**src/rtl/rr_pkt_arbiter.sv**
```systemverilog
// Packet-aware round-robin arbiter: one output port shared by N requesters.
// Latency: grant registered one edge after req is seen in IDLE; release takes one edge.
// Backpressure: rdy stalls beats and holds the grant; a stall watchdog and req-drop abort free the port.
module rr_pkt_arbiter #(
  parameter int N       = 4,
  parameter int TIMEOUT = 16,
  parameter int LENW    = 16
) (
  input  logic                 clk,
  input  logic                 rst,
  input  logic [N-1:0]         req,
  input  logic                 vld,
  input  logic                 last,
  input  logic                 rdy,
  output logic [N-1:0]         gnt,
  output logic [$clog2(N)-1:0] gnt_id,
  output logic                 busy,
  output logic [LENW-1:0]      pkt_len,
  output logic                 timeout_err,
  output logic                 abort
);

  localparam int IDW = $clog2(N);
  // Stall counter only needs to reach TIMEOUT-1 before the watchdog fires.
  localparam int SW  = (TIMEOUT > 1) ? $clog2(TIMEOUT) : 1;

  localparam logic [0:0] IDLE  = 1'b0;
  localparam logic [0:0] GRANT = 1'b1;

  logic [0:0]      state_q,   state_d;
  logic [N-1:0]    gnt_q,     gnt_d;
  logic [IDW-1:0]  gnt_id_q,  gnt_id_d;
  logic [IDW-1:0]  ptr_q,     ptr_d;
  logic [LENW-1:0] beat_q,    beat_d;
  logic [SW-1:0]   stall_q,   stall_d;
  logic [LENW-1:0] pkt_len_q, pkt_len_d;
  logic            tmo_q,     tmo_d;
  logic            abort_q,   abort_d;

  logic            pick_vld;
  logic [IDW-1:0]  pick_id;
  logic            xfer;
  logic            rel_done, rel_abort, rel_tmo;
  logic [LENW-1:0] beat_inc;

  // Round-robin pick: walk from ptr downward so the lowest offset from ptr wins.
  always_comb begin
    int idx;
    pick_vld = 1'b0;
    pick_id  = '0;
    idx      = 0;
    for (int k = N - 1; k >= 0; k--) begin
      idx = int'(ptr_q) + k;
      if (idx >= N) idx = idx - N;
      if (req[idx]) begin
        pick_vld = 1'b1;
        pick_id  = IDW'(idx);
      end
    end
  end

  // Release conditions, evaluated in priority order: completion, abort, watchdog.
  always_comb begin
    xfer      = vld & rdy & (state_q == GRANT);
    beat_inc  = (&beat_q) ? beat_q : beat_q + 1'b1;
    rel_done  = xfer & last;
    rel_abort = ~req[gnt_id_q] & ~rel_done;
    rel_tmo   = (TIMEOUT != 0) && (stall_q == SW'(TIMEOUT - 1)) && !xfer
                && !rel_done && !rel_abort;
  end

  // Next-state logic for the IDLE/GRANT controller and its counters.
  always_comb begin
    state_d   = state_q;
    gnt_d     = gnt_q;
    gnt_id_d  = gnt_id_q;
    ptr_d     = ptr_q;
    beat_d    = beat_q;
    stall_d   = stall_q;
    pkt_len_d = pkt_len_q;
    tmo_d     = 1'b0;
    abort_d   = 1'b0;
    case (state_q)
      IDLE: begin
        if (pick_vld) begin
          gnt_d    = N'(1) << pick_id;
          gnt_id_d = pick_id;
          state_d  = GRANT;
        end
      end
      default: begin
        if (rel_done || rel_abort || rel_tmo) begin
          state_d = IDLE;
          gnt_d   = '0;
          ptr_d   = (gnt_id_q == IDW'(N - 1)) ? '0 : gnt_id_q + 1'b1;
          beat_d  = '0;
          stall_d = '0;
          abort_d = rel_abort;
          tmo_d   = rel_tmo;
          if (rel_done) pkt_len_d = beat_inc;
        end else begin
          beat_d  = xfer ? beat_inc : beat_q;
          stall_d = xfer ? '0 : stall_q + 1'b1;
        end
      end
    endcase
  end

  // State registers with synchronous reset; reset mid-packet drops the grant silently.
  always_ff @(posedge clk) begin
    if (rst) begin
      state_q   <= IDLE;
      gnt_q     <= '0;
      gnt_id_q  <= '0;
      ptr_q     <= '0;
      beat_q    <= '0;
      stall_q   <= '0;
      pkt_len_q <= '0;
      tmo_q     <= 1'b0;
      abort_q   <= 1'b0;
    end else begin
      state_q   <= state_d;
      gnt_q     <= gnt_d;
      gnt_id_q  <= gnt_id_d;
      ptr_q     <= ptr_d;
      beat_q    <= beat_d;
      stall_q   <= stall_d;
      pkt_len_q <= pkt_len_d;
      tmo_q     <= tmo_d;
      abort_q   <= abort_d;
    end
  end

  assign gnt         = gnt_q;
  assign gnt_id      = gnt_id_q;
  assign busy        = (state_q == GRANT);
  assign pkt_len     = pkt_len_q;
  assign timeout_err = tmo_q;
  assign abort       = abort_q;

endmodule

```
**config.mk**
```make
export PLATFORM = sky130hd
export DESIGN_NAME = rr_pkt_arbiter
export DESIGN_NICKNAME = d
export VERILOG_FILES = /design/src/rtl/rr_pkt_arbiter.sv
export SDC_FILE = /design/constraint.sdc
export NUM_CORES = 1
export LEC_CHECK = 0
export BUFFER_PORTS_ARGS = -buffer_cell sky130_fd_sc_hd__buf_2
export CORE_MARGIN = 3
export CORE_UTILIZATION = 50
export CTS_BUF_LIST = sky130_fd_sc_hd__clkbuf_16
export CTS_CLUSTER_SIZE = 12
export DETAILED_ROUTE_END_ITERATION = 7
export PLACE_DENSITY = 0.71
export SLEW_MARGIN = 20
export SYNTH_ARGS = -nofsm -noshare
export SYNTH_HDL_FRONTEND = slang
export SYNTH_SLANG_ARGS = --single-unit
```
**constraint.sdc**
```tcl
create_clock -name clk -period 2.05 [get_ports clk]
set_input_delay 0.205 -clock clk [delete_from_list [all_inputs] [get_ports clk]]
set_output_delay 0.205 -clock clk [all_outputs]
set_load 0.01 [all_outputs]
```
==> results list <==
- The die is 77.3 um wide.
- Counting instances, the worst hold path has a depth of 3.
- For this design, the sink count on the clock tree is between 40 and 50.
- The detailed router finished its first iteration with about 170 violations.
- Power dissipated by switching net loads: around 460 uW
- Ordered cell list for the critical path: mux4_2 > and3b_1 > a21oi_2 > a2bb2oi_1 > nor2_1
* Setup crit end kind: flip-flop
* Cells after synthesis: about 300
- Initial Utilization: 0.527
* Number of DRC violations after detailed routing: 0
- Share of synthesized area occupied by flip-flops and latches: 0.371
* Ports: 34
- Launch point of the worst reg-to-reg path: gnt_id[0]$_SDFFE_PP0P_
* First-pass iteration count of the detailed router: 4
* Area taken by flip-flops and latches: 941 um^2
- The worst setup path is launched from a flip-flop.
* Part of the total power dissipated in the clock network: 0.434
- Of the cells placed in the final design, the portion with a size suffix greater than 1 is 0.221.
- CTS placed an instance of clkbuf_16 at the clock tree root.
- The number of antenna violations at the first check in global routing is 0.
* Buffers added on ports: 33
- The initialized floorplan defines 25 standard-cell rows.
- Setup slack closes at roughly 0.15 ns.
* Kind of path behind the tightest hold check: primary input to flip-flop
- On the worst path, the slowest cell contributes a delay of between 0.5 and 0.6 ns.
* Tightest Pin Transition: roughly 0.67 ns
- The internal power of the cells totals approximately 1.6 mW.
- Summing all multi-input logic gate instances after layout gives 1430 um^2.
- Clock latency on the worst-skew pair: 0.28 ns
- Power share of the combinational group: 0.100
* Clock tree skew after final layout: approximately 0.005 ns
- Placed wire-length estimate after detailed placement: 4.08 mm
- In this run, placement finished with an instance count of 394.
- Number of filler cells placed in the layout: ~460
- In this run the worst path has a maximum fanout of 9.
- MaxCap Viol Count: 0
- When the netlist entered floorplanning its net count stood at 308.
- Yosys Warn Count: 0
- All-Layer GR Usage: 0.203
- The die covers a little under 6000 um^2.
* Post-synthesis average cell area: around 8.6 um^2
* Slew HR: 0.553
- The floorplan step defined a core boundary enclosing slightly below 5000 um^2.
- Category of the critical setup timing path: flip-flop to flip-flop
* Count of cells along the worst register-to-register path: 5
- Counting flops and latches in the post-synthesis netlist gives between 40 and 50.
- Summed over all layers, the routed wires come to about 5.7 mm.
* Proportion of total power due to net switching: 0.226
* Sum of negative setup slack: 0 ns
- Leakage component of the power: 1.12 nW
- Worst endpoint required time: ~2.2 ns
- TritonCTS built the clock tree.
- Yosys cell types: 55
- Min-Delay Startpoint: rdy
- STA puts the critical path data arrival time at between 2 and 2.5 ns.
- Number of synthesized flops with an enable pin: 0
- The worst path in the final design needs a cycle of between 1.5 and 2 ns, including I/O delays and setup.
- For this design, the CTS-stage hold fixing added 0 buffers.
- WL per Instance: ~14 um
- Final cell utilization of the core: 0.611
- Summing all placed instances gives a cell area of approximately 2800 um^2.
- Result of the run: finished, final reports clean
* Worst-case clock buffer depth: 2
- Before CTS, the worst setup slack after placement is between 0.09 and 0.1 ns.
- Once detail routing completed, the nets flagged for antenna violations numbered 0.
* Hold violation count in the final report: 0
* Power share of the sequential group: 0.466
- Finished Layout Cells: between 400 and 500
- Slowest cell on crit path: mux4_2
- Vias in the first global route: about 2.3k
- Vias per std cell: 5.70
* Power density over cell area: 697 nW/um^2
- In this run, CTS created clock tree buffers numbering 5.
* Setup repair after global routing missed its margin: no
* Number of inserted diodes: 0
* Async SR Flop Fraction: 0
- From synthesis to final layout, the design area changed by 15.9%.
- Setup violations remaining at the end of the flow were counted as 0.
* Finished layout cell area: a little under 3000 um^2
* Hold Path End: timeout_err$_SDFF_PP0_
* Vias: approximately 2.3k
* Fmax: roughly 530 MHz
- VDD sags by at most 0.440 mV.
* Total number of H-tree levels: 2
- In this run the vertical extent of the chip is roughly 77 um.
- Overall overflow remaining after global route: 0
- Most frequently used flop master after synthesis: dfxtp_1
* Endpoint of the most critical register-to-register path: beat_q[1]$_SDFFE_PP0P_
* Pin count of the biggest net entering global routing: 38
* Final Net Count: 347
- The first global-routing pass estimated 10.1 mm of wire.
- Final GP Congestion: just over 0.9
- Reg2reg setup slack: between 0.15 and 0.2 ns
* Register clock-pin slew on the reported worst setup and hold paths: around 0.060 ns
* Final cycle utilization of the critical path: 0.925
* Syn Std Cell Area: ~2500 um^2
- The count of pins over their slew limit came to 0.
cells in the mapped netlist (4+ instances only):
master	n	area (um^2)
a211oi_1	13	97.6
a21oi_1	34	170
a41oi_1	5	43.8
and3_1	7	43.8
clkbuf_1	9	33.8
clkbuf_8	7	96.3
dfxtp_1	47	941
inv_1	6	22.5
nand2_1	21	78.8
nand3_1	14	70.1
nand4_1	8	50.1
nor2_1	29	109
nor3_1	11	55.1
o21ai_0	8	40.0
or3_1	4	25.0
xnor2_1	7	61.3
xor2_1	4	35.0
power by group through the flow:
stage	combinational [mW]	sequential (mW)	clock [mW]
after CTS	0.199	0.956	0.907
after detailed placement	0.198	0.976	0
final	0.205	0.956	0.891
after global placement	0.196	0.975	0
after floorplan	0.134	0.981	0
after global routing	0.232	0.959	0.947
cell families (layout without fill, tap and decap cells):
| kind of cell | Yosys count | count (layout) | synth area share |
|---|---|---|---|
| xor gates and xnor gates | 11 | 11 | 0.0379 |
| AOI/OAI and AO/OA | 84 | 84 | 0.216 |
| and+or+nand+nor | 121 | 121 | 0.267 |
| adders and majority gates | 3 | 3 | 0.0148 |
| muxes | 4 | 4 | 0.0212 |
| buffers and inverters | 26 | 65 | 0.0729 |
| DFF | 47 | 47 | 0.371 |
placed cells by master, fill, tap and decap left out, types with 3 or more instances in the layout:
master / count
clkbuf_16: 5
o211ai_1: 3
a311oi_1: 3
nand3_1: 14
a211oi_1: 13
nor2_1: 29
nand2_1: 21
buf_4: 19
buf_2: 33
xnor2_1: 7
or3_1: 4
dfxtp_1: 47
and3_1: 7
a21oi_1: 33
nor3_1: 11
nand4_1: 8
a41oi_1: 5
nor4_1: 3
xor2_1: 4
o21ai_0: 8
a22oi_1: 3
inv_1: 7
and2_1: 3
per-layer routing:
metal | routed length [um] | track usage | up-vias
li1 | - | - | 1176
met1 | 2680 | 0.253 | 1069
met2 | 2740 | 0.351 | 41
met3 | 178 | 0.0317 | 7
met4 | 77 | 0.0765 | 0
met5 | 0 | 0 | -
repair_timing:
item / CTS / global route
endpoints found under the setup margin: 0 / 3
gates resized for setup: 0 / 3
buffers inserted: 0 / 1
endpoints found under the hold margin: 0 / 0
worst max-delay path: cells and delay by family, from the launching register on:
family | cells | cell delay (ns)
AND/OR/NAND/NOR | 2 | 0.37
flip-flops | 1 | 0.42
AO/OA/AOI/OAI | 2 | 0.38
multiplexers | 1 | 0.59
sequential cells by signal, summed over array words and instances (netlist names), 2 cells and up:
register / count
beat_q: 16
stall_q: 4
gnt_id: 2
ptr_q: 2
gnt: 4
pkt_len: 16
stage by stage:
step	hold slack (ns)	power, mW
final	0.374	2.05
after global routing	0.405	2.14
after CTS	0.365	2.06
after detailed placement	0.445	1.17
after global placement	0.441	1.17
after floorplan	0.392	1.11
cell type report:
| type | count | area share |
|---|---|---|
| multi-input combinational | 223 | 0.485 |
| sequential | 47 | 0.320 |
| timing repair buffer | 52 | 0.105 |
| clock buffer | 5 | 0.0425 |
| tap | 67 | 0.0285 |
| clock inverter | 2 | 0.0115 |
| inverter | 6 | 0.00766 |
worst max-delay path by stage:
stage	to	start	slack (ns)
after floorplan	beat_q[1]$_SDFFE_PP0P_	gnt_id[0]$_SDFFE_PP0P_	0.23
after global placement	beat_q[1]$_SDFFE_PP0P_	gnt_id[0]$_SDFFE_PP0P_	0.20
after detailed placement	beat_q[1]$_SDFFE_PP0P_	gnt_id[0]$_SDFFE_PP0P_	0.1
after CTS	beat_q[1]$_SDFFE_PP0P_	gnt_id[0]$_SDFFE_PP0P_	0.07
after global routing	beat_q[9]$_SDFFE_PP0P_	gnt_id[0]$_SDFFE_PP0P_	0.01
final	beat_q[1]$_SDFFE_PP0P_	gnt_id[0]$_SDFFE_PP0P_	0.15
No activity file was read; power rests on OpenSTA's default activity.
